--- src/rtl/datapath_ctrl_pkg.sv ---
// Shared constants for the accumulator-datapath instruction sequencer:
// default widths, opcode values and FSM state encoding.
package datapath_ctrl_pkg;

  localparam int W  = 4;
  localparam int CW = 4;

  localparam logic [1:0] OP_NOP  = 2'b00;
  localparam logic [1:0] OP_LOAD = 2'b01;
  localparam logic [1:0] OP_ADD  = 2'b10;
  localparam logic [1:0] OP_CLR  = 2'b11;

  localparam logic [1:0] S_IDLE = 2'd0;
  localparam logic [1:0] S_EXEC = 2'd1;
  localparam logic [1:0] S_DONE = 2'd2;

  // Every opcode except NOP writes the accumulator on each EXEC cycle.
  function automatic logic op_writes_ac(input logic [1:0] op);
    return op != OP_NOP;
  endfunction

endpackage

--- src/rtl/rep_counter.sv ---
// Loadable CW-bit down-counter that saturates at zero and flags it.
module rep_counter #(
  parameter int CW = datapath_ctrl_pkg::CW
) (
  input  logic          clock,
  input  logic          reset_n,
  input  logic          load,
  input  logic          dec,
  input  logic [CW-1:0] value,
  output logic          zero
);

  logic [CW-1:0] r_count;

  // Holding at zero keeps a maximum count from wrapping into another pass.
  always_ff @(posedge clock or negedge reset_n) begin
    if (!reset_n) begin
      r_count <= '0;
    end else if (load) begin
      r_count <= value;
    end else if (dec && (r_count != '0)) begin
      r_count <= r_count - CW'(1);
    end
  end

  assign zero = (r_count == '0);

endmodule

--- src/rtl/datapath_ctrl.sv ---
// Instruction sequencer: accepts op/data/cnt over valid/ready and drives the
// datapath controls for cnt+1 cycles, then pulses done.
module datapath_ctrl #(
  parameter int W  = datapath_ctrl_pkg::W,
  parameter int CW = datapath_ctrl_pkg::CW
) (
  input  logic          clock,
  input  logic          reset_n,
  input  logic          instr_valid,
  output logic          instr_ready,
  input  logic [1:0]    instr_op,
  input  logic [W-1:0]  instr_data,
  input  logic [CW-1:0] instr_cnt,
  input  logic          flush,
  output logic [W-1:0]  a_bus,
  output logic          sel_b,
  output logic          load_ac,
  output logic          add_alu,
  output logic          busy,
  output logic          done
);

  import datapath_ctrl_pkg::*;

  logic [1:0]   r_state;
  logic [1:0]   w_state_next;
  logic [1:0]   r_op;
  logic [W-1:0] r_data;
  logic         r_armed;
  logic         w_accept;
  logic         w_exec;
  logic         w_zero;

  assign w_exec   = (r_state == S_EXEC);
  assign w_accept = instr_valid && instr_ready;

  rep_counter #(.CW(CW)) u_rep_counter (
    .clock   (clock),
    .reset_n (reset_n),
    .load    (w_accept),
    .dec     (w_exec && !flush),
    .value   (instr_cnt),
    .zero    (w_zero)
  );

  always_comb begin
    w_state_next = r_state;
    case (r_state)
      S_IDLE:  if (w_accept) w_state_next = S_EXEC;
      S_EXEC: begin
        if (flush) begin
          w_state_next = S_IDLE;
        end else if (w_zero) begin
          w_state_next = S_DONE;
        end
      end
      S_DONE:  w_state_next = S_IDLE;
      default: w_state_next = S_IDLE;
    endcase
  end

  // r_armed holds off instr_ready until the first clock after reset release.
  always_ff @(posedge clock or negedge reset_n) begin
    if (!reset_n) begin
      r_state <= S_IDLE;
      r_op    <= OP_NOP;
      r_data  <= '0;
      r_armed <= 1'b0;
    end else begin
      r_state <= w_state_next;
      r_armed <= 1'b1;
      if (w_accept) begin
        r_op   <= instr_op;
        r_data <= instr_data;
      end
    end
  end

  assign instr_ready = (r_state == S_IDLE) && r_armed && !flush;
  assign a_bus       = (w_exec && (r_op != OP_CLR)) ? r_data : '0;
  assign sel_b       = w_exec && (r_op == OP_ADD);
  assign add_alu     = sel_b;
  assign load_ac     = w_exec && op_writes_ac(r_op) && !flush;
  assign busy        = (r_state != S_IDLE);
  assign done        = (r_state == S_DONE) && !flush;

endmodule

--- config.mk ---
export PLATFORM = sky130hd
export DESIGN_NAME = datapath_ctrl
export DESIGN_NICKNAME = d
export VERILOG_FILES = /design/src/rtl/datapath_ctrl_pkg.sv /design/src/rtl/rep_counter.sv /design/src/rtl/datapath_ctrl.sv
export SDC_FILE = /design/constraint.sdc
export NUM_CORES = 1
export LEC_CHECK = 0
export ABC_AREA = 1
export BUFFER_PORTS_ARGS = -buffer_cell sky130_fd_sc_hd__buf_2
export CAP_MARGIN = 25
export CORE_ASPECT_RATIO = 1.25
export CORE_MARGIN = 2
export CORE_UTILIZATION = 40
export CTS_CLUSTER_SIZE = 14
export DETAILED_ROUTE_END_ITERATION = 10
export GPL_ROUTABILITY_DRIVEN = 0
export PLACE_DENSITY = 0.66
export SYNTH_ARGS = -nofsm -noshare
export SYNTH_HDL_FRONTEND = slang
export SYNTH_SLANG_ARGS = --single-unit
--- constraint.sdc ---
create_clock -name clock -period 1.3 [get_ports clock]
set_clock_uncertainty 0.05 [all_clocks]
set_input_delay 0.195 -clock clock [delete_from_list [all_inputs] [get_ports clock]]
set_output_delay 0.195 -clock clock [all_outputs]
set_load 0.05 [all_outputs]
== Word-level counts from Yosys, hierarchy flattened ==
Cells that the tools add are included.
Word-level totals
  flip-flop bits (word level): 13
  input bits: 14
  output and inout port bits: 10
  word-level logic and storage cells: 37
Operators by class
  add/subtract/negate cells: 1
  equal/unequal tests: 6
  multiplexer cells: 7
  reduce and logical (&&, ||, !) cells: 18
Operators with widths (count)
  4-bit 2-to-1 mux: 3
  1-bit logical AND: 10
  2-bit 2-to-1 mux: 3
  2-bit nonzero test: 3
  2-bit equality test (second input constant): 2
  4-bit zero test: 1
  2-bit one-hot mux with 2 select lines: 1
  4-bit nonzero test: 1
  4-bit by 1-bit subtractor with 4-bit output (second input constant): 1
  3-bit by 2-bit != test with 1-bit output (second input constant): 1
  2-bit by 1-bit equality test with 1-bit output (second input constant): 1
  2-bit zero test: 1
  2-bit by 1-bit != test with 1-bit output (second input constant): 1
  2-bit != test (second input constant): 1
  2-bit AND reduction: 1
  1-bit zero test: 1

== Depth between registers and ports, before layout ==
Gate-level depths: netlist of run 1.
  depth after elaboration: 6
  gate-level depth with buffers: 8
  depth with buffers taken out: 8

== By module ==
From an unflattened synthesis of run 1, not the netlist that was laid out.
Unflattened totals
  cells, all modules: 107
  area, all modules: 769.5 µm²
Modules (own cells, without submodules)
  datapath_ctrl: times used 1, cells an instance 61, area an instance 474.2 µm², sequential area each 225.2 µm²
  rep_counter: times used 1, cells an instance 46, area an instance 295.3 µm², sequential area each 100.1 µm²

== Least setup slack after synthesis of run 1 ==
No wires, ideal clock.
  path type: flip-flop to output port
  start point: reg r_state[1]
  end point: out sel_b
  arrival time: 2021 ps
  data required time: 1055 ps
  slack: -966 ps
  cell stages (with the launch flop): 5
  path buffers: 1
  path through: dfrtp_1 inv_1 nand2_2 nor3_1 buf_4
Between the ends
  longest elaborated chain between the ends: 2
RTL lines
  from (decl): line datapath_ctrl.sv:25  | logic [1:0] r_state;
  from (signal assigned): line datapath_ctrl.sv:70  | r_state <= w_state_next;
  2-bit by 1-bit equality test with 1-bit output: line datapath_ctrl.sv:34  | assign w_exec = (r_state == S_EXEC);
  1-bit logical AND: line datapath_ctrl.sv:81  | assign sel_b = w_exec && (r_op == OP_ADD);
  to (decl): line datapath_ctrl.sv:16  | output logic sel_b,
Every way passes these cells.

== Worst setup path after layout of run 1 ==
  start point: reg r_state[1]
  end point: out load_ac
Between the ends
  longest elaborated chain between the ends: 3
RTL lines
  2-bit by 1-bit equality test with 1-bit output: line datapath_ctrl.sv:34
  1-bit logical AND (2 in a row): line datapath_ctrl.sv:83  | assign load_ac = w_exec && op_writes_ac(r_op) && !flush;
  to (decl): line datapath_ctrl.sv:17  | output logic load_ac,
Every way passes these cells.

==> impl_results.md, run 1 <==
- CP Max Fanout: 3
- Clk Tree Root Cell: clkbuf_4
- Yosys warning total: 0
- Antenna viol nets, final: 0
- First-pass GRT wire length: 2900 µm
- GR Layer Usage met1: 19.4%
- Clock tree sinks: 13
- Num CTS Buffers: 3
- Worst R2R Start: r_state[1]$_DFFE_PN0P_
- Core Region: 0.00160 mm²
- Post-synthesis sequential area ratio: 46.2%
- Clock slew at reported path FFs: 80 ps
- Area delta synth->final: 71.2%
- Pin count of the biggest net entering global routing: 14
- Core Util, Final: 75.3%
- Non-filler cells, final: 146
- Top post-synthesis cells by area: dfrtp_1 (46%), inv_1 (8.5%), nor2_1 (6.9%)
- Syn_area_per_cell: 8.10 µm²
- Worst hold endpoint: r_data[0]$_DFFE_PN0P_
- Worst path max stage delay: 410 ps
- Crit Path Category: flop to output port
- Max-cap viol count: 0
- Reg2Reg Depth: 10
- RSZ-0062 raised after global routing: yes
- Top-count cell post-synth: inv_1
- Asr flop ratio synth: 100%
- Hold depth: 3
- DRC viols: 0
- TritonCTS clock tree: built
- Met3 GRT Util: 3.18%
- Distinct cells, synth: 21
- Period utilisation layout: 119%
- Placed insts: 137
- Die Height: 50.9 µm
- Post-Syn Instances: 87
- PortBufs: 23
- Reg2reg end: u_rep_counter.r_count[1]$_DFFE_PN0P_
- Synth Net Count: 102
- Area post-placement: 991 µm²
- Pwr dens: 1460 mW/mm²
- Worst Hold Launch: instr_data[0]
- Worst hold path type: input port to flop
- Fillers: 118
- Die ar.: 0.00211 mm²
- # setup viols final: 17
- Worst R2R Setup Slack: -30 ps
- Worst setup SP type: flop
- Status: finished, violations left
- Failing checks: setup timing
- Fin. max-slew vios: 0
- Critical-path cell list: inv_2, nand2_4, nor2_4, inv_2, a21oi_4, buf_6
- Worst endpoint data arrival time: 1300 ps
- WL/cell: 11.7 µm
- Worst vdd ir: 1.09 mV
- DRT iter0 DRCs: 6
- Vias/cell: 4.90
- Post-synth EDFFs: 0
- Nets: 144
- Final setup margin: -244 ps
- Fmax: 648 MHz
- Commonest cells post-synth: inv_1 (16), dfrtp_1 (13), nor2_1 (13)
- Top Usage Layer GRT: met2
- DP HPWL: 1200 µm
- Crit end category: output port
- H-Tree Level Count: 1
- Critical Path RT: 1050 ps
- Leakage: 0.587 nW
- Main synth FF type: dfrtp_1
- IO Count: 24
- Die width: 41.5 µm
- Most frequent CP cell: inv_2
- CTS Buffer Depth: 2
- M2 GR Usage: 32.8%
- Post-route design area: 0.00121 mm²
- Min cycle time layout: 1540 ps
- Vias in the first global route: 732
- 1st-pass router iterations: 4
- Synthesized area: 704 µm²
- Synth Register Bits: 13
- Tot GR Track Use: 17.2%
- Initial Utilization: 44.0%
- Slowest-stage cell, CP: dfrtp_1
- Total global routing overflow: 0
- Initial antenna violation count: 0
- Ant diodes: 0
- Clk_lat worst skew: 270 ps
- Synth area leader: dfrtp_1
- Top cell type's share of synthesized area: 46.2%
- Vias: 715
- Aggregate routed wire length: 1710 µm
- Layout cell share with drive strength beyond 1: 54.7%
- Final hold vios: 0
- # rows: 16
==> logic make-up after synthesis <==
kind of cell | after synthesis | share of synthesized area, %
other cells | 1 | 0.532
compound gates | 11 | 8.17
fa+ha+maj | 1 | 1.78
xor+xnor | 1 | 1.24
buf+inv | 19 | 11.7
flops | 13 | 46.2
simple gates | 41 | 30.4
==> final cells by class <==
cell class                 count  area (µm²)  share of cell area, %
multi-input combinational     55         434                   36.0
timing repair buffer          39         332                   27.5
sequential                    13         325                   27.0
inverter                      17        66.3                   5.50
clock buffer                   4        26.3                   2.18
tap                           18        22.5                   1.87
==> metrics by stage <==
stage	power (W)	setup TNS, ps	hold WS [ps]	setup WS [ps]
6_report	0.00176	-2090	130	-244
5_1_grt	0.00190	-3410	140	-307
4_1_cts	0.00166	-2270	125	-224
3_5_place_dp	0.00132	-229	48.4	-47.7
3_3_place_gp	0.00129	-161	50.2	-34.1
2_1_floorplan	0.00112	-568	-151	-255
==> placed cells by master (no fill, tap or decap), types with 3 or more instances in the layout <==
cell type	netlist	layout
buf_2	0	13
dfrtp_1	13	13
inv_1	16	12
buf_6	1	11
buf_4	1	11
nor2_4	2	7
nor2_1	13	7
a21oi_1	7	6
nand2_1	9	5
inv_2	1	4
nand2_2	3	4
nand4_1	4	4
nor3_4	0	3
nand3_1	4	3
clkbuf_4	0	3
==> how the worst max path moves through the flow <==
stage | from | endpoint | cells past startpoint
floorplan | r_state[1]$_DFFE_PN0P_ | sel_b | 4
global placement | r_state[1]$_DFFE_PN0P_ | a_bus[0] | 6
detailed placement | r_state[1]$_DFFE_PN0P_ | a_bus[0] | 6
CTS | r_state[1]$_DFFE_PN0P_ | load_ac | 6
global route | r_state[1]$_DFFE_PN0P_ | load_ac | 6
finish | r_state[1]$_DFFE_PN0P_ | load_ac | 6
==> routing by layer <==
layer	share of wire (%)	wire, µm	vias up
met4	2.4	41	0
met2	55	944	13
met1	39	663	342
li1	-	-	354
met5	0	0	-
met3	3.3	56	6
==> report_power, final <==
part           total [W]  leakage (nW)  switching [W]  internal, W
clock network   0.000245        0.0150       0.000127     0.000119
registers       0.000606         0.153      0.0000876     0.000519
logic           0.000906         0.419       0.000525     0.000381
total            0.00176         0.587       0.000739      0.00102
==> registers in the layout, indices dropped and copies added, names as in the netlist <==
name and flops:
r_state 2, r_armed 1, r_op 2, u_rep_counter.r_count 4, r_data 4
==> worst max-delay path: cells and delay by family, from the launching register on <==
family	cells	cell delay, ps
flip-flops	1	410
buffers and inverters	3	320
AND/OR/NAND/NOR	2	180
AO/OA/AOI/OAI	1	110
==> what timing repair did <==
action                     CTS  global route
hold endpoints to repair    13             0
hold buffers                 1             0
setup endpoints to repair   10            21
pin swaps                    2             7
resized for setup           27            19
setup buffers                2             4
(Power assumes the default switching activity.)
==> run 2: changes to the inputs <==
CELL_PAD_IN_SITES_DETAIL_PLACEMENT = 0   (was not set)
CELL_PAD_IN_SITES_GLOBAL_PLACEMENT = 1   (was not set)
CORE_UTILIZATION = 34   (was 40)
PLACE_DENSITY = not set   (was 0.66)
PLACE_DENSITY_LB_ADDON = 0.1   (was not set)
==> run 2 against run 1 <==
- the flow still finishes with violations (setup timing)
- clock power up 6%
- wire length up 8.0%
- total power up 3.2%
- sequential power about the same
- via count down 0.56%
==> impl_results.md, run 2 (synthesis results as in run 1) <==
- Pin count of the biggest net entering global routing: 14
- Fmax: 651 MHz
- Placed insts: 140
- Most common cell after layout, fill and taps aside: buf_6
- Initial antenna violation count: 0
- # setup viols final: 21
- Aggregate routed wire length: 1840 µm
- Clk_lat worst skew: 280 ps
- Tot GR Track Use: 16.2%
- Num CTS Buffers: 3
- Most frequent cells in the layout: buf_6 (14), buf_2 (13), buf_4 (13)
- Initial Utilization: 36.0%
- Non-filler cells, final: 152
- DRT iter0 DRCs: 6
- Worst R2R Setup Slack: -170 ps
- Core Region: 0.00196 mm²
- Critical Path RT: 1050 ps
- Worst hold endpoint: r_data[1]$_DFFE_PN0P_
- H-Tree Level Count: 1
- Pwr dens: 1390 mW/mm²
- Fin. max-slew vios: 0
- Crit end category: output port
- Vias: 711
- TritonCTS clock tree: built
- Crit Path Category: flop to output port
- Die width: 44.7 µm
- Die ar.: 0.00245 mm²
- Hold depth: 3
- Clock slew at reported path FFs: 80 ps
- Layout cell share with drive strength beyond 1: 61.4%
- Worst Hold Launch: instr_data[1]
- CP Max Fanout: 3
- Reg area: 327 µm²
- Post-layout power: 0.00181 W
- Max-cap viol count: 0
- Clk Tree Root Cell: clkbuf_4
- Area delta synth->final: 84.5%
- PortBufs: 23
- Die Height: 54.9 µm
- Post-route design area: 0.00130 mm²
- Worst setup SP type: flop
- Period utilisation layout: 118%
- 1st-pass router iterations: 4
- Clock tree sinks: 13
- # rows: 18
- Reg2reg end: r_data[3]$_DFFE_PN0P_
- DRC viols: 0
- WL/cell: 12.1 µm
- Nets: 148
- First-pass GRT wire length: 2790 µm
- Final setup margin: -236 ps
- RSZ-0062 raised after global routing: yes
- Reg2Reg Depth: 6
- Antenna viol nets, final: 0
- DP HPWL: 1180 µm
- Vias/cell: 4.68
- Worst endpoint data arrival time: 1290 ps
- Worst vdd ir: 0.929 mV
- Min cycle time layout: 1540 ps
- Total global routing overflow: 0
- Regs by FF count: r_data (4), u_rep_counter.r_count (4)
- Fillers: 165
- Vias in the first global route: 679
- Ant diodes: 0
- IO Count: 24
- Failing checks: setup timing
- CTS Buffer Depth: 2
- Worst hold path type: input port to flop
- Worst R2R Start: r_state[0]$_DFFE_PN0P_
- Leakage: 0.624 nW
- Final hold vios: 0
- Area post-placement: 0.00100 mm²
- Area of the multi-input gates: 480 µm²
- Status: finished, violations left
## run 2: cell types whose count changed in the layout (fill, tap and decap cells not counted), sizes merged
cell	previous run	this run
clkbuf	4	5
buf	38	41
## run 2: cell type report
cell class | count | share of cell area [%]
inverters | 17 | 5.10
well taps | 20 | 1.92
clock buffers | 4 | 2.02
multi-input cells | 55 | 37.0
flip-flops and latches | 13 | 25.1
repair buffers | 43 | 28.9
## run 2: what timing repair did
| action | in CTS | in global routing |
|---|---|---|
| buffers inserted | 5 | 1 |
| hold endpoints to repair | 13 | 0 |
| gates resized for setup | 34 | 23 |
| pin swaps | 3 | 2 |
| hold buffers | 1 | 0 |
| gates cloned | 0 | 1 |
| endpoints found under the setup margin | 10 | 21 |
## run 2: critical path, cell delays in order, from the launching register on
cell     delay (ps)
dfrtp_2         440
buf_4           140
buf_4           130
nor3_4          110
buf_6           180
## run 2: worst max-delay path by stage
stage,from,end,slack (ps),depth (start not counted)
global route,r_state[1]$_DFFE_PN0P_,a_bus[3],-290,6
floorplan,r_state[1]$_DFFE_PN0P_,sel_b,-260,4
CTS,r_state[0]$_DFFE_PN0P_,instr_ready,-250,3
global placement,r_state[0]$_DFFE_PN0P_,instr_ready,-40,3
detailed placement,r_state[0]$_DFFE_PN0P_,instr_ready,-80,3
finish,r_state[0]$_DFFE_PN0P_,done,-240,4
## run 2: power breakdown
group / switching [W] / leakage (nW) / total, W / internal, W
Combinational: 0.000543 / 0.457 / 0.000946 / 0.000403
Clock: 0.000141 / 0.0150 / 0.000260 / 0.000119
Sequential: 0.0000867 / 0.152 / 0.000606 / 0.000520
## run 2: metrics by stage
| stage | util [%] | setup WS (ps) | TNS (ps) | hold WS (ps) |
|---|---|---|---|---|
| CTS | 60.1 | -246 | -2760 | 105 |
| global route | 66.3 | -290 | -4560 | 122 |
| global placement | 51.1 | -43.0 | -189 | 55.9 |
| detailed placement | 51.1 | -78.0 | -310 | 57.5 |
| finish | 66.3 | -236 | -3310 | 115 |
| floorplan | - | -255 | -568 | -151 |
## run 2: layer usage
layer	vias to the layer above	GRT usage, %	wire length [µm]
met4	0	10.6	68
met5	-	0	0
li1	364	-	-
met3	5	1.95	70
met1	323	17.7	709
met2	19	29.5	993
